File: config.mk
export PLATFORM = sky130hd
export DESIGN_NAME = pwm_capture_flat
export DESIGN_NICKNAME = d
export VERILOG_FILES = /design/src/rtl/pwm_capture_pkg.sv /design/src/rtl/pwm_capture_if.sv /design/src/rtl/pwm_capture_edge_sync.sv /design/src/rtl/pwm_capture.sv /design/src/flat_wrapper.sv
export SDC_FILE = /design/constraint.sdc
export NUM_CORES = 1
export LEC_CHECK = 0
export ABC_AREA = 1
export CAP_MARGIN = 20
export CORE_UTILIZATION = 35
export CTS_CLUSTER_DIAMETER = 40
export DETAILED_ROUTE_END_ITERATION = 10
export DONT_BUFFER_PORTS = 1
export PLACE_DENSITY = 0.55
export SYNTH_ARGS = -nofsm -noshare
export SYNTH_HDL_FRONTEND = slang
export SYNTH_SLANG_ARGS = --single-unit
File: constraint.sdc
create_clock -name clk -period 5.1 [get_ports clk]
set_clock_uncertainty 0.1 [all_clocks]
set_input_delay 1.02 -clock clk [delete_from_list [all_inputs] [get_ports clk]]
set_output_delay 1.02 -clock clk [all_outputs]
set_load 0.005 [all_outputs]
File: src/rtl/pwm_capture_pkg.sv
// rtl/pwm_capture_pkg.sv - shared FSM encoding and default sizing for the PWM capture block
package pwm_capture_pkg;

   localparam int N_DEFAULT       = 19;
   localparam int TIMEOUT_DEFAULT = 500_000;

   typedef enum logic [1:0] {
      ST_IDLE      = 2'd0,
      ST_MEAS_HIGH = 2'd1,
      ST_MEAS_LOW  = 2'd2
   } state_t;

endpackage

File: src/rtl/pwm_capture_if.sv
// rtl/pwm_capture_if.sv - pulse input and measurement result bundle
interface pwm_capture_if
   import pwm_capture_pkg::*;
#(
   parameter int N = N_DEFAULT
);

   logic         pwm_in;
   logic [N-1:0] high_width;
   logic [N-1:0] period;
   logic         valid;
   logic         timeout;
   logic         level;

   // master drives the pulse train and observes results; slave is the capture block
   modport master (
      output pwm_in,
      input  high_width, period, valid, timeout, level
   );

   modport slave (
      input  pwm_in,
      output high_width, period, valid, timeout, level
   );

endinterface

File: src/rtl/pwm_capture_edge_sync.sv
// rtl/pwm_capture_edge_sync.sv - 2-flop synchronizer with registered rise/fall detection
module pwm_capture_edge_sync (
   input  logic clk,
   input  logic rst,
   input  logic d,
   output logic s,
   output logic rise,
   output logic fall
);

   logic       s1;
   logic       s_d;
   logic [1:0] fill;
   logic       armed;

   // Edges are only reported once s has been seen low with a filled synchronizer,
   // so a pulse already high at reset release is never mistaken for a rise.
   always_ff @(posedge clk or posedge rst) begin
      if (rst) begin
         s1    <= 1'b0;
         s     <= 1'b0;
         s_d   <= 1'b0;
         fill  <= 2'b00;
         armed <= 1'b0;
         rise  <= 1'b0;
         fall  <= 1'b0;
      end else begin
         s1   <= d;
         s    <= s1;
         s_d  <= s;
         fill <= {fill[0], 1'b1};
         if (fill == 2'b11 && !s) begin
            armed <= 1'b1;
         end
         rise <= armed & s & ~s_d;
         fall <= armed & ~s & s_d;
      end
   end

endmodule

File: src/rtl/pwm_capture.sv
// rtl/pwm_capture.sv - measures high width and period of a pulse train, flags a stuck input
module pwm_capture
   import pwm_capture_pkg::*;
#(
   parameter int N       = N_DEFAULT,
   parameter int TIMEOUT = TIMEOUT_DEFAULT
) (
   input logic          clk,
   input logic          rst,
   pwm_capture_if.slave bus
);

   localparam logic [N-1:0] LIMIT = N'(TIMEOUT);
   localparam logic [N-1:0] ONE   = N'(1);

   logic s_lvl;
   logic rise;
   logic fall;

   pwm_capture_edge_sync u_edge_sync (
      .clk  (clk),
      .rst  (rst),
      .d    (bus.pwm_in),
      .s    (s_lvl),
      .rise (rise),
      .fall (fall)
   );

   state_t       state_q, state_d;
   logic [N-1:0] cnt_q, cnt_d;
   logic [N-1:0] idle_q, idle_d;
   logic [N-1:0] hw_q, hw_d;
   logic [N-1:0] high_width_q, high_width_d;
   logic [N-1:0] period_q, period_d;
   logic         valid_q, valid_d;
   logic         timeout_q, timeout_d;
   logic [N-1:0] cnt_inc;

   // Saturate so the counter can never wrap even when an edge lands on the threshold.
   assign cnt_inc = (&cnt_q) ? cnt_q : cnt_q + ONE;

   always_ff @(posedge clk or posedge rst) begin
      if (rst) begin
         state_q      <= ST_IDLE;
         cnt_q        <= '0;
         idle_q       <= '0;
         hw_q         <= '0;
         high_width_q <= '0;
         period_q     <= '0;
         valid_q      <= 1'b0;
         timeout_q    <= 1'b0;
      end else begin
         state_q      <= state_d;
         cnt_q        <= cnt_d;
         idle_q       <= idle_d;
         hw_q         <= hw_d;
         high_width_q <= high_width_d;
         period_q     <= period_d;
         valid_q      <= valid_d;
         timeout_q    <= timeout_d;
      end
   end

   always_comb begin
      state_d      = state_q;
      cnt_d        = cnt_q;
      idle_d       = idle_q;
      hw_d         = hw_q;
      high_width_d = high_width_q;
      period_d     = period_q;
      valid_d      = 1'b0;
      timeout_d    = timeout_q;

      case (state_q)
         ST_IDLE: begin
            cnt_d = '0;
            if (rise) begin
               state_d = ST_MEAS_HIGH;
               cnt_d   = ONE;
               idle_d  = '0;
            end else if (!timeout_q) begin
               if (idle_q >= LIMIT) begin
                  timeout_d = 1'b1;
                  idle_d    = '0;
               end else begin
                  idle_d = idle_q + ONE;
               end
            end
         end

         ST_MEAS_HIGH: begin
            if (fall) begin
               hw_d    = cnt_q;
               cnt_d   = cnt_inc;
               state_d = ST_MEAS_LOW;
            end else if (cnt_q >= LIMIT) begin
               timeout_d = 1'b1;
               cnt_d     = '0;
               state_d   = ST_IDLE;
            end else begin
               cnt_d = cnt_inc;
            end
         end

         ST_MEAS_LOW: begin
            // An edge arriving on the threshold cycle closes the measurement instead of timing out.
            if (rise) begin
               high_width_d = hw_q;
               period_d     = cnt_q;
               valid_d      = 1'b1;
               timeout_d    = 1'b0;
               cnt_d        = ONE;
               state_d      = ST_MEAS_HIGH;
            end else if (cnt_q >= LIMIT) begin
               timeout_d = 1'b1;
               cnt_d     = '0;
               state_d   = ST_IDLE;
            end else begin
               cnt_d = cnt_inc;
            end
         end

         default: begin
            state_d = ST_IDLE;
            cnt_d   = '0;
         end
      endcase
   end

   assign bus.high_width = high_width_q;
   assign bus.period     = period_q;
   assign bus.valid      = valid_q;
   assign bus.timeout    = timeout_q;
   assign bus.level      = s_lvl;

endmodule

File: src/flat_wrapper.sv
// flat-port wrapper written by rule: the top's interface ports become plain ports
module pwm_capture_flat import pwm_capture_pkg::*;
#(
   parameter int N       = N_DEFAULT,
   parameter int TIMEOUT = TIMEOUT_DEFAULT
)
  (clk, rst, bus_pwm_in, bus_high_width, bus_period, bus_valid, bus_timeout, bus_level);
  pwm_capture_if #(.N(N)) bus_i ();
  input logic clk;
  input logic rst;
  input wire logic [$bits(bus_i.pwm_in)-1:0] bus_pwm_in;
  output wire logic [$bits(bus_i.high_width)-1:0] bus_high_width;
  output wire logic [$bits(bus_i.period)-1:0] bus_period;
  output wire logic [$bits(bus_i.valid)-1:0] bus_valid;
  output wire logic [$bits(bus_i.timeout)-1:0] bus_timeout;
  output wire logic [$bits(bus_i.level)-1:0] bus_level;
  assign bus_i.pwm_in = bus_pwm_in;
  assign bus_high_width = bus_i.high_width;
  assign bus_period = bus_i.period;
  assign bus_valid = bus_i.valid;
  assign bus_timeout = bus_i.timeout;
  assign bus_level = bus_i.level;
  pwm_capture #(.N(N), .TIMEOUT(TIMEOUT)) u_core (.clk(clk), .rst(rst), .bus(bus_i));
endmodule
==> results of run 1 <==
-- metal layers --
metal / vias to the layer above / global-route usage [%]
met4: 0 / 5.25
met2: 78 / 24.6
met5: - / 0
met1: 1768 / 21.6
met3: 13 / 4.82
li1: 1884 / -
-- how the worst min path moves through the flow --
stage,startpoint,end,slack (ps),cells past startpoint
after floorplan,u_core.u_edge_sync.s1$_DFF_PP0_,u_core.u_edge_sync.s$_DFF_PP0_,230,0
after global placement,u_core.u_edge_sync.s1$_DFF_PP0_,u_core.u_edge_sync.s$_DFF_PP0_,230,0
after detailed placement,u_core.u_edge_sync.s1$_DFF_PP0_,u_core.u_edge_sync.s$_DFF_PP0_,240,0
after CTS,u_core.u_edge_sync.s1$_DFF_PP0_,u_core.u_edge_sync.s$_DFF_PP0_,250,0
after global routing,u_core.u_edge_sync.s1$_DFF_PP0_,u_core.u_edge_sync.s$_DFF_PP0_,270,0
final,u_core.u_edge_sync.s1$_DFF_PP0_,u_core.u_edge_sync.s$_DFF_PP0_,250,0
-- power by group through the flow --
stage                     Combinational [mW]  Clock, mW  Sequential, mW
after CTS                              0.453      0.716           0.985
after floorplan                        0.372          0           0.982
final                                  0.462      0.692           0.985
after detailed placement               0.453          0            1.00
after global routing                   0.524      0.752           0.995
after global placement                 0.442          0           0.999
-- synth_stat cells --
cell type | number | share of area, %
nor3_2 | 1 | 0.20
a21oi_2 | 1 | 0.17
buf_1 | 2 | 0.15
buf_6 | 2 | 0.45
o21ai_0 | 55 | 5.5
inv_1 | 67 | 5.0
nor2_1 | 55 | 4.1
nor3_1 | 11 | 1.1
xor2_1 | 20 | 3.5
nand2_1 | 169 | 13
o211ai_1 | 1 | 0.15
xnor2_1 | 3 | 0.52
a21oi_1 | 10 | 0.99
ha_1 | 8 | 2.0
nand2_2 | 4 | 0.50
conb_1 | 1 | 0.074
o21bai_1 | 1 | 0.15
a31oi_1 | 1 | 0.12
nand3_2 | 4 | 0.80
nor3b_1 | 2 | 0.30
nor2_2 | 2 | 0.25
clkinv_2 | 1 | 0.099
nand3b_1 | 1 | 0.15
buf_2 | 2 | 0.20
dfrtp_1 | 107 | 53
nand3_1 | 25 | 2.5
clkbuf_1 | 9 | 0.67
nand2_4 | 3 | 0.67
inv_2 | 1 | 0.074
nor2_4 | 2 | 0.45
or2_2 | 2 | 0.25
nand4_1 | 10 | 1.2
clkinv_1 | 1 | 0.074
o21ai_1 | 6 | 0.60
buf_4 | 1 | 0.15
o22ai_1 | 7 | 0.87
nor3_4 | 1 | 0.32
-- placed cells by master, fill, tap and decap left out, drive strengths merged --
cell / count
o22ai: 7
dfrtp: 107
xor2: 20
a31oi: 1
nor2: 59
a21oi: 11
clkbuf: 10
nand2: 176
clkinvlp: 1
nand3b: 1
conb: 1
inv: 72
ha: 8
o21ai: 61
nor3b: 2
o21bai: 1
o211ai: 1
nand4: 10
xnor2: 3
buf: 3
nor3: 13
clkinv: 3
nand3: 29
or2: 2
-- logic make-up (layout without fill, tap and decap cells) --
| kind of cell | after synthesis | count (layout) | share of synthesized area (%) |
|---|---|---|---|
| compound gates | 82 | 82 | 8.52 |
| xor+xnor | 23 | 23 | 4.00 |
| fa+ha+maj | 8 | 8 | 1.99 |
| buf+inv | 86 | 89 | 6.86 |
| flops | 107 | 107 | 53.2 |
| other cells | 1 | 1 | 0.0745 |
| simple gates | 292 | 292 | 25.4 |
-- sequential cells by signal, summed over array words and instances (netlist names) --
| signal | flops |
|---|---|
| u_core.cnt_q | 19 |
| u_core.u_edge_sync.fall | 1 |
| u_core.u_edge_sync.s_d | 1 |
| u_core.bus.period | 19 |
| u_core.idle_q | 19 |
| u_core.hw_q | 19 |
| u_core.bus.valid | 1 |
| u_core.bus.high_width | 19 |
| u_core.u_edge_sync.fill | 2 |
| u_core.u_edge_sync.s1 | 1 |
| u_core.u_edge_sync.armed | 1 |
| u_core.u_edge_sync.rise | 1 |
| u_core.u_edge_sync.s | 1 |
| u_core.state_q | 2 |
| u_core.bus.timeout | 1 |
-- critical path: stages, from the launching register on --
cell and delay (ps):
dfrtp_1 410, inv_1 100, ha_1 270, nand2_2 700
inv_1 550, nand2_1 200, nand2_1 70
-- layout make-up --
| class | count | area [um^2] | area share, % |
|---|---|---|---|
| Clock buffer | 10 | 229 | 4.13 |
| Timing Repair Buffer | 3 | 62.6 | 1.13 |
| Tap cell | 180 | 225 | 4.06 |
| Sequential cell | 107 | 2680 | 48.3 |
| Clock inverter | 6 | 66.3 | 1.20 |
| Inverter | 70 | 267 | 4.81 |
| Multi-Input combinational cell | 406 | 2020 | 36.4 |
-- per-stage QoR --
step                instance area [um^2]  setup slack (ps)  cells  total power [mW]
CTS                                 5490              2560    780              2.15
floorplan                           5040              1160    599              1.35
global placement                    5190              2700    764              1.44
finish                              5540              2590    782              2.14
detailed placement                  5190              2570    764              1.45
global route                        5540              2300    782              2.27
==> flow_summary.json, run 1 <==
{
  "outcome": "complete, no violations",
  "syn_area_um2": 5040,
  "p_sw_share_pct": 34.3,
  "p_per_area_nw_per_um2": 386,
  "core_um2": 13900,
  "synthCells": 599,
  "peakVddDrop_uv": 165,
  "grt_max_degree": 82,
  "synth_nets": 610,
  "clkLatencyLatePin_ps": 360,
  "cts_hold_buffers": 0,
  "route.detailed.drc": 0,
  "wl_met1_um": 5190,
  "critPathLaunchType": "register",
  "cts_max_path_buffers": 2,
  "drive_gt1_share_pct": 6.98,
  "grt_overflow_total": 0,
  "r2r_start": "u_core.state_q[0]$_DFFE_PP0P_",
  "n_antenna_cell": 0,
  "cp-startpoint": "u_core.state_q[0]$_DFFE_PP0P_",
  "finalSetupViolCount": 0,
  "clkPwrFrac_pct": 32.3,
  "cts_sinks": 107,
  "max_slew_margin_pct": 38.4,
  "worstPathArrival_ps": 2660,
  "post_cts_buffers": 0,
  "via_per_inst": 4.79,
  "ys_types": 37,
  "timing.rr.end": "u_core.bus.high_width[11]$_DFFE_PP0P_",
  "ant_nets": 0,
  "grt.total_usage_pct": 16.1,
  "htree_levels": 3,
  "cts_buffers": 9,
  "routed_wl_um": 10800,
  "rsz0062_at_grt": "no",
  "die_y_um": 122,
  "vias": 3743,
  "tns_ps": 0,
  "holdWs_ps": 250,
  "seqPwrFrac_pct": 46.1,
  "synth_area_per_cell_um2": 8.41,
  "cp-end-kind": "register",
  "worstPathRequired_ps": 5250,
  "maxUsedRoutingLayer": "met4",
  "power_frac_comb_pct": 21.6,
  "dp_hpwl_um": 7610,
  "hold_class": "reg2reg",
  "path_max_fanout": 59,
  "layout.nets": 608,
  "antenna_found_initial": 0,
  "syn_to_final_growth_pct": 10.1,
  "finalCritPeriodShare_pct": 49.3,
  "ys_warn_count": 0,
  "grt_pass1_vias": 3642,
  "p_leak_nw": 2.63,
  "finish.utilization_pct": 39.8,
  "wl_per_cell_um": 13.8,
  "final_max_slew_viol_count": 0,
  "fillers": 1388,
  "place_congestion": 0.866,
  "worst_slew_pin_slew_ps": 921,
  "worstSetupPathType": "reg2reg",
  "die_x_um": 122,
  "fmax_mhz": 398,
  "hold_viol": 0,
  "placementRows": 43,
  "worstSetupEndpoint": "u_core.bus.high_width[11]$_DFFE_PP0P_",
  "drv_cap": 0,
  "clock-root-buffer": "clkbuf_16",
  "synth_seq_cells": 107,
  "grt_pass1_wl_um": 18200,
  "rr_worst_depth": 6,
  "power.internal_mw": 1.40,
  "io_buffer_count": 0,
  "cts_tree": "done",
  "dr.pass1.iters": 4,
  "clk_pin_slew_ps": 80,
  "period_minus_slack_ps": 2510,
  "post_cts_resized": 0,
  "die-area_um2": 14900,
  "p_sw_mw": 0.734,
  "rrSetupSlack_ps": 2590,
  "drtIter0Drc": 290,
  "ioPinCount": 44,
  "yosysSeqAreaShare_pct": 53.2,
  "initial_core_util_pct": 36.1,
  "met3_length_um": 577,
  "wl_met2_um": 4880
}
(Power assumes the default switching activity.)
==> run 2, diff against run 1 <==
--- a/config.mk
+++ b/config.mk
@@ -11,7 +11,7 @@
 export CTS_CLUSTER_DIAMETER = 40
 export DETAILED_ROUTE_END_ITERATION = 10
 export DONT_BUFFER_PORTS = 1
-export PLACE_DENSITY = 0.55
+export PLACE_DENSITY = 0.57
 export SYNTH_ARGS = -nofsm -noshare
 export SYNTH_HDL_FRONTEND = slang
 export SYNTH_SLANG_ARGS = --single-unit
==> constraint.sdc (replaced) <==
create_clock -name clk -period 2.25 [get_ports clk]
set_clock_uncertainty 0.1 [all_clocks]
set_input_delay 0.45 -clock clk [delete_from_list [all_inputs] [get_ports clk]]
set_output_delay 0.45 -clock clk [all_outputs]
set_load 0.005 [all_outputs]
==> run 2 against run 1 <==
  * The run now ends with negative hold slack left
  * Hold slack got worse by 270 ps
  * First-iteration DRC count grew 62%
  * Largest cell class unchanged
  * Largest power group unchanged
  * Global-route usage rose by 0.30 points
  * Via count is 0.83% lower
  * Register-to-register slack got worse by 2100 ps
==> flow_summary.json, run 2 (synthesis results as in run 1) <==
{
  "path_max_fanout": 7,
  "cts_sinks": 107,
  "ioPinCount": 44,
  "placementRows": 43,
  "final_common_cell": "nand2_1",
  "worstPathRequired_ps": 2420,
  "antenna_found_initial": 0,
  "clk_pin_slew_ps": 80,
  "rr_worst_depth": 7,
  "via_per_inst": 4.72,
  "p_leak_nw": 2.65,
  "die_x_um": 122,
  "finalSetupViolCount": 0,
  "htree_levels": 3,
  "r2r_start": "u_core.state_q[0]$_DFFE_PP0P_",
  "cp-end-kind": "register",
  "fmax_mhz": 566,
  "cts_hold_buffers": 0,
  "core_um2": 13900,
  "die-area_um2": 14900,
  "grt_pass1_wl_um": 18800,
  "max_slew_margin_pct": 60.6,
  "hold_class": "in2async",
  "initial_core_util_pct": 36.1,
  "place_congestion": 0.905,
  "cts_buffers": 9,
  "drive_gt1_share_pct": 7.91,
  "cts_max_path_buffers": 2,
  "grt_overflow_total": 0,
  "route.detailed.drc": 0,
  "hold_viol": 3,
  "tns_ps": 0,
  "worst_slew_pin_slew_ps": 591,
  "worstPathArrival_ps": 1930,
  "wl_per_cell_um": 14.1,
  "finalCritPeriodShare_pct": 78.5,
  "critPathLaunchType": "register",
  "fillers": 1385,
  "peakVddDrop_uv": 388,
  "grt_pass1_vias": 3746,
  "violations": "negative hold slack",
  "die_y_um": 122,
  "routed_wl_um": 11100,
  "rsz0062_at_grt": "no",
  "outcome": "finished, violations left",
  "grt_max_degree": 108,
  "drtIter0Drc": 469,
  "post_cts_buffers": 0,
  "ant_nets": 0,
  "dr.pass1.iters": 5,
  "final_max_slew_viol_count": 0,
  "cp-startpoint": "u_core.state_q[0]$_DFFE_PP0P_",
  "clkLatencyLatePin_ps": 360,
  "timing.rr.end": "u_core.idle_q[10]$_DFFE_PP0P_",
  "rrSetupSlack_ps": 480,
  "dp_hpwl_um": 7800,
  "power_mw": 5.01,
  "syn_to_final_growth_pct": 10.7,
  "holdWs_ps": -16.8,
  "clock-root-buffer": "clkbuf_16",
  "n_antenna_cell": 0,
  "p_per_area_nw_per_um2": 899,
  "grt.total_usage_pct": 16.4,
  "period_minus_slack_ps": 1770,
  "worstSetupPathType": "reg2reg",
  "layout.nets": 613,
  "vias": 3712,
  "io_buffer_count": 0,
  "cts_tree": "done",
  "most-common-layout-cells": "nand2_1, dfrtp_1, inv_1",
  "post_cts_resized": 0,
  "drv_cap": 0
}
[run 2: changes by cell type in the layout (fill, tap and decap cells not counted)]
cell | previous run | this run
inv_4 | 1 | 0
clkinv_4 | 0 | 1
buf_16 | 2 | 0
bufinv_16 | 0 | 1
buf_12 | 0 | 1
clkbuf_1 | 1 | 0
inv_8 | 3 | 2
clkinv_2 | 1 | 2
buf_4 | 1 | 7
[run 2: layout make-up]
type	instances	area [um^2]	share of cell area [%]
Multi-Input combinational cell	406	2020	36.2
Clock inverter	7	91.3	1.64
Timing Repair Buffer	8	72.6	1.30
Clock buffer	9	225	4.04
Sequential cell	107	2680	48.0
Tap cell	180	225	4.04
Inverter	70	268	4.80
[run 2: critical path, stage by stage, from the launching register on]
cell     delay (ps)
dfrtp_1         420
inv_1           110
ha_1            220
nand2_1          90
nor2_1          100
nand3_1         240
buf_4           250
o21ai_0         150
[run 2: layer usage]
metal	wire length [um]	up-vias	part of all wire, %	global-route usage, %
li1	-	1897	-	-
met1	5580	1720	50	23.2
met2	4690	80	42	23.6
met3	587	15	5.3	3.79
met4	210	0	1.9	7.48
met5	0	-	0	0
[run 2: stage by stage]
| stage | area [um^2] | utilization (%) | setup slack, ps | hold WS, ps | std cells |
|---|---|---|---|---|---|
| after floorplan | 5040 | - | 412 | 231 | 599 |
| after detailed placement | 5260 | 37.7 | 476 | 238 | 771 |
| after CTS | 5580 | 40.0 | 469 | 2.75 | 787 |
| final | 5580 | 40.0 | 484 | -16.8 | 787 |
| after global placement | 5260 | 37.7 | 498 | 235 | 771 |
| after global routing | 5580 | 40.0 | 264 | 0.490 | 787 |
[run 2: power breakdown]
group	internal [mW]	switching, mW	total [mW]
Sequential	2.08	0.141	2.22
Combinational	0.356	0.757	1.11
Clock	0.894	0.789	1.68
Total	3.33	1.69	5.01
[run 2: worst max path at each step]
stage | endpoint | slack (ps) | depth (start not counted)
floorplan | u_core.bus.high_width[0]$_DFFE_PP0P_ | 410 | 1
global placement | u_core.bus.high_width[14]$_DFFE_PP0P_ | 500 | 6
detailed placement | u_core.bus.high_width[1]$_DFFE_PP0P_ | 480 | 6
CTS | u_core.bus.high_width[14]$_DFFE_PP0P_ | 470 | 6
global route | u_core.bus.high_width[18]$_DFFE_PP0P_ | 260 | 6
finish | u_core.idle_q[10]$_DFFE_PP0P_ | 480 | 7
==> run 3, diff against run 2 <==
==> constraint.sdc (replaced) <==
create_clock -name clk -period 1.6 [get_ports clk]
set_clock_uncertainty 0.1 [all_clocks]
set_input_delay 0.32 -clock clk [delete_from_list [all_inputs] [get_ports clk]]
set_output_delay 0.32 -clock clk [all_outputs]
set_load 0.005 [all_outputs]
==> run 3 against run 2 <==
  * Sequential cell count did not move
  * Global-route usage grew 0.94 points
  * Count of clock-buffer cells in the layout up 1
  * Critical path type unchanged
  * Wire length is 12% higher
  * Non-clock buffer count increased by 53
  * Clock power increased by 26%
  * The run ends with negative setup slack left
  * Cell area rose by 13%
  * Critical path depth grew 1
  * Combinational power up 120%
==> flow_summary.json, run 3 (synthesis results as in run 1) <==
{
  "power_mw": 7.67,
  "hold_class": "reg2reg",
  "grt.total_usage_pct": 17.3,
  "seqPwrFrac_pct": 40.8,
  "critPathLaunchType": "register",
  "vias": 4109,
  "crit_chain": "nor2_1 -> nand2_1 -> nor2_2 -> nand2_2 -> nand4_1 -> nand3_4 -> nand2_4 -> nor2_1",
  "worstPathRequired_ps": 1740,
  "peakVddDrop_uv": 586,
  "cp_slowest_cell": "dfrtp_2",
  "drv_cap": 0,
  "place_congestion": 0.880,
  "dr.pass1.iters": 5,
  "final_max_slew_viol_count": 0,
  "cp_common_cell": "nor2_1",
  "grt_overflow_total": 0,
  "outcome": "finished, violations left",
  "grt_pass1_vias": 3995,
  "final_area_um2": 6320,
  "hold_viol": 0,
  "final_common_cell": "nand2_1",
  "die-area_um2": 14900,
  "wl_per_cell_um": 14.7,
  "core_um2": 13900,
  "worstPathArrival_ps": 1760,
  "placementRows": 43,
  "power_frac_comb_pct": 31.6,
  "via_per_inst": 4.87,
  "timing.rr.end": "u_core.cnt_q[2]$_DFF_PP0_",
  "min_to": "u_core.u_edge_sync.s$_DFF_PP0_",
  "initial_core_util_pct": 36.1,
  "n_antenna_cell": 0,
  "r2r_start": "u_core.cnt_q[11]$_DFF_PP0_",
  "cts_tree": "done",
  "ioPinCount": 44,
  "drive_gt1_share_pct": 24.7,
  "layout.nets": 669,
  "cpPeakStageDelay_ps": 440,
  "path_max_fanout": 5,
  "syn_to_final_growth_pct": 25.5,
  "die_y_um": 122,
  "finish.utilization_pct": 45.3,
  "p_sw_share_pct": 35.8,
  "most-common-layout-cells": "nand2_1, dfrtp_1, inv_1",
  "htree_levels": 3,
  "ant_nets": 0,
  "cts_sinks": 107,
  "fmax_mhz": 616,
  "cts_buffers": 9,
  "period_minus_slack_ps": 1620,
  "place_area_um2": 5620,
  "clkPwrFrac_pct": 27.6,
  "die_x_um": 122,
  "grt_pass1_wl_um": 19900,
  "io_buffer_count": 0,
  "cts_max_path_buffers": 2,
  "rr_worst_depth": 8,
  "grt_max_degree": 50,
  "clkLatencyLatePin_ps": 350,
  "antenna_found_initial": 0,
  "rsz0062_at_grt": "yes",
  "p_per_area_nw_per_um2": 1210,
  "dp_slack_ps": -36.9,
  "clk_pin_slew_ps": 70,
  "worst_slack_ps": -23.4,
  "min_from": "u_core.u_edge_sync.s1$_DFF_PP0_",
  "dp_hpwl_um": 8530,
  "cp-end-kind": "register",
  "p_sw_mw": 2.75,
  "rrSetupSlack_ps": -20,
  "power.internal_mw": 4.92,
  "violations": "negative setup slack",
  "routed_wl_um": 12400,
  "hold_depth": 0,
  "route.detailed.drc": 0,
  "worstSetupPathType": "reg2reg",
  "p_leak_nw": 2.97,
  "finalCritPeriodShare_pct": 101,
  "finalSetupViolCount": 16,
  "dp_cells": 812,
  "final_cells": 843,
  "drtIter0Drc": 260,
  "clock-root-buffer": "clkbuf_16"
}
## run 3: how the worst max path moves through the flow
stage	startpoint	endpoint	slack (ps)	depth (start not counted)
2_1_floorplan	rst	u_core.bus.high_width[0]$_DFFE_PP0P_	-110	1
3_3_place_gp	u_core.cnt_q[10]$_DFF_PP0_	u_core.cnt_q[1]$_DFF_PP0_	-40	9
3_5_place_dp	u_core.state_q[0]$_DFFE_PP0P_	u_core.idle_q[0]$_DFFE_PP0P_	-40	7
4_1_cts	u_core.cnt_q[10]$_DFF_PP0_	u_core.cnt_q[5]$_DFF_PP0_	-3	9
5_1_grt	u_core.cnt_q[13]$_DFF_PP0_	u_core.cnt_q[16]$_DFF_PP0_	-70	9
6_report	u_core.cnt_q[11]$_DFF_PP0_	u_core.cnt_q[2]$_DFF_PP0_	-20	8
## run 3: area by class of cell
type,count,area [um^2]
clock buffers,10,229
repair buffers,61,552
multi-input cells,409,2290
well taps,180,225
inverters,70,282
flip-flops and latches,107,2690
clock inverters,6,47.5
fillers,1343,7620
## run 3: layer usage
layer / vias to the layer above / GRT usage [%] / routed length, um
met5: - / 0 / 0
met4: 0 / 7.64 / 276
met3: 21 / 3.51 / 502
met2: 89 / 26.0 / 5620
met1: 1976 / 24.0 / 5980
li1: 2023 / - / -
## run 3: repair_timing
| item | in CTS | in global routing |
|---|---|---|
| setup buffers | 1 | 7 |
| endpoints found under the hold margin | 15 | 0 |
| gates resized for setup | 10 | 81 |
| pin swaps | 1 | 14 |
| setup endpoints to repair | 11 | 80 |
| hold buffers | 2 | 0 |
| gates cloned | 0 | 5 |
## run 3: per-stage QoR
step / hold slack [ps] / TNS, ps
2_1_floorplan: 231 / -11500
5_1_grt: 266 / -1510
3_5_place_dp: 108 / -121
4_1_cts: 264 / -3.14
3_3_place_gp: 104 / -88.7
6_report: 256 / -189
## run 3: worst max-delay path, delay by kind of cell (launching register included)
kind / cells / cell delay (ps)
flops: 1 / 440
simple gates: 8 / 960
## run 3: power by group through the flow
stage               logic (mW)  registers, mW  clock network, mW
finish                    2.42           3.13               2.12
global route              2.66           3.16               2.29
CTS                       1.90           3.10               2.18
detailed placement        1.85           3.16                  0
global placement          1.80           3.15                  0
floorplan                 1.19           3.13                  0
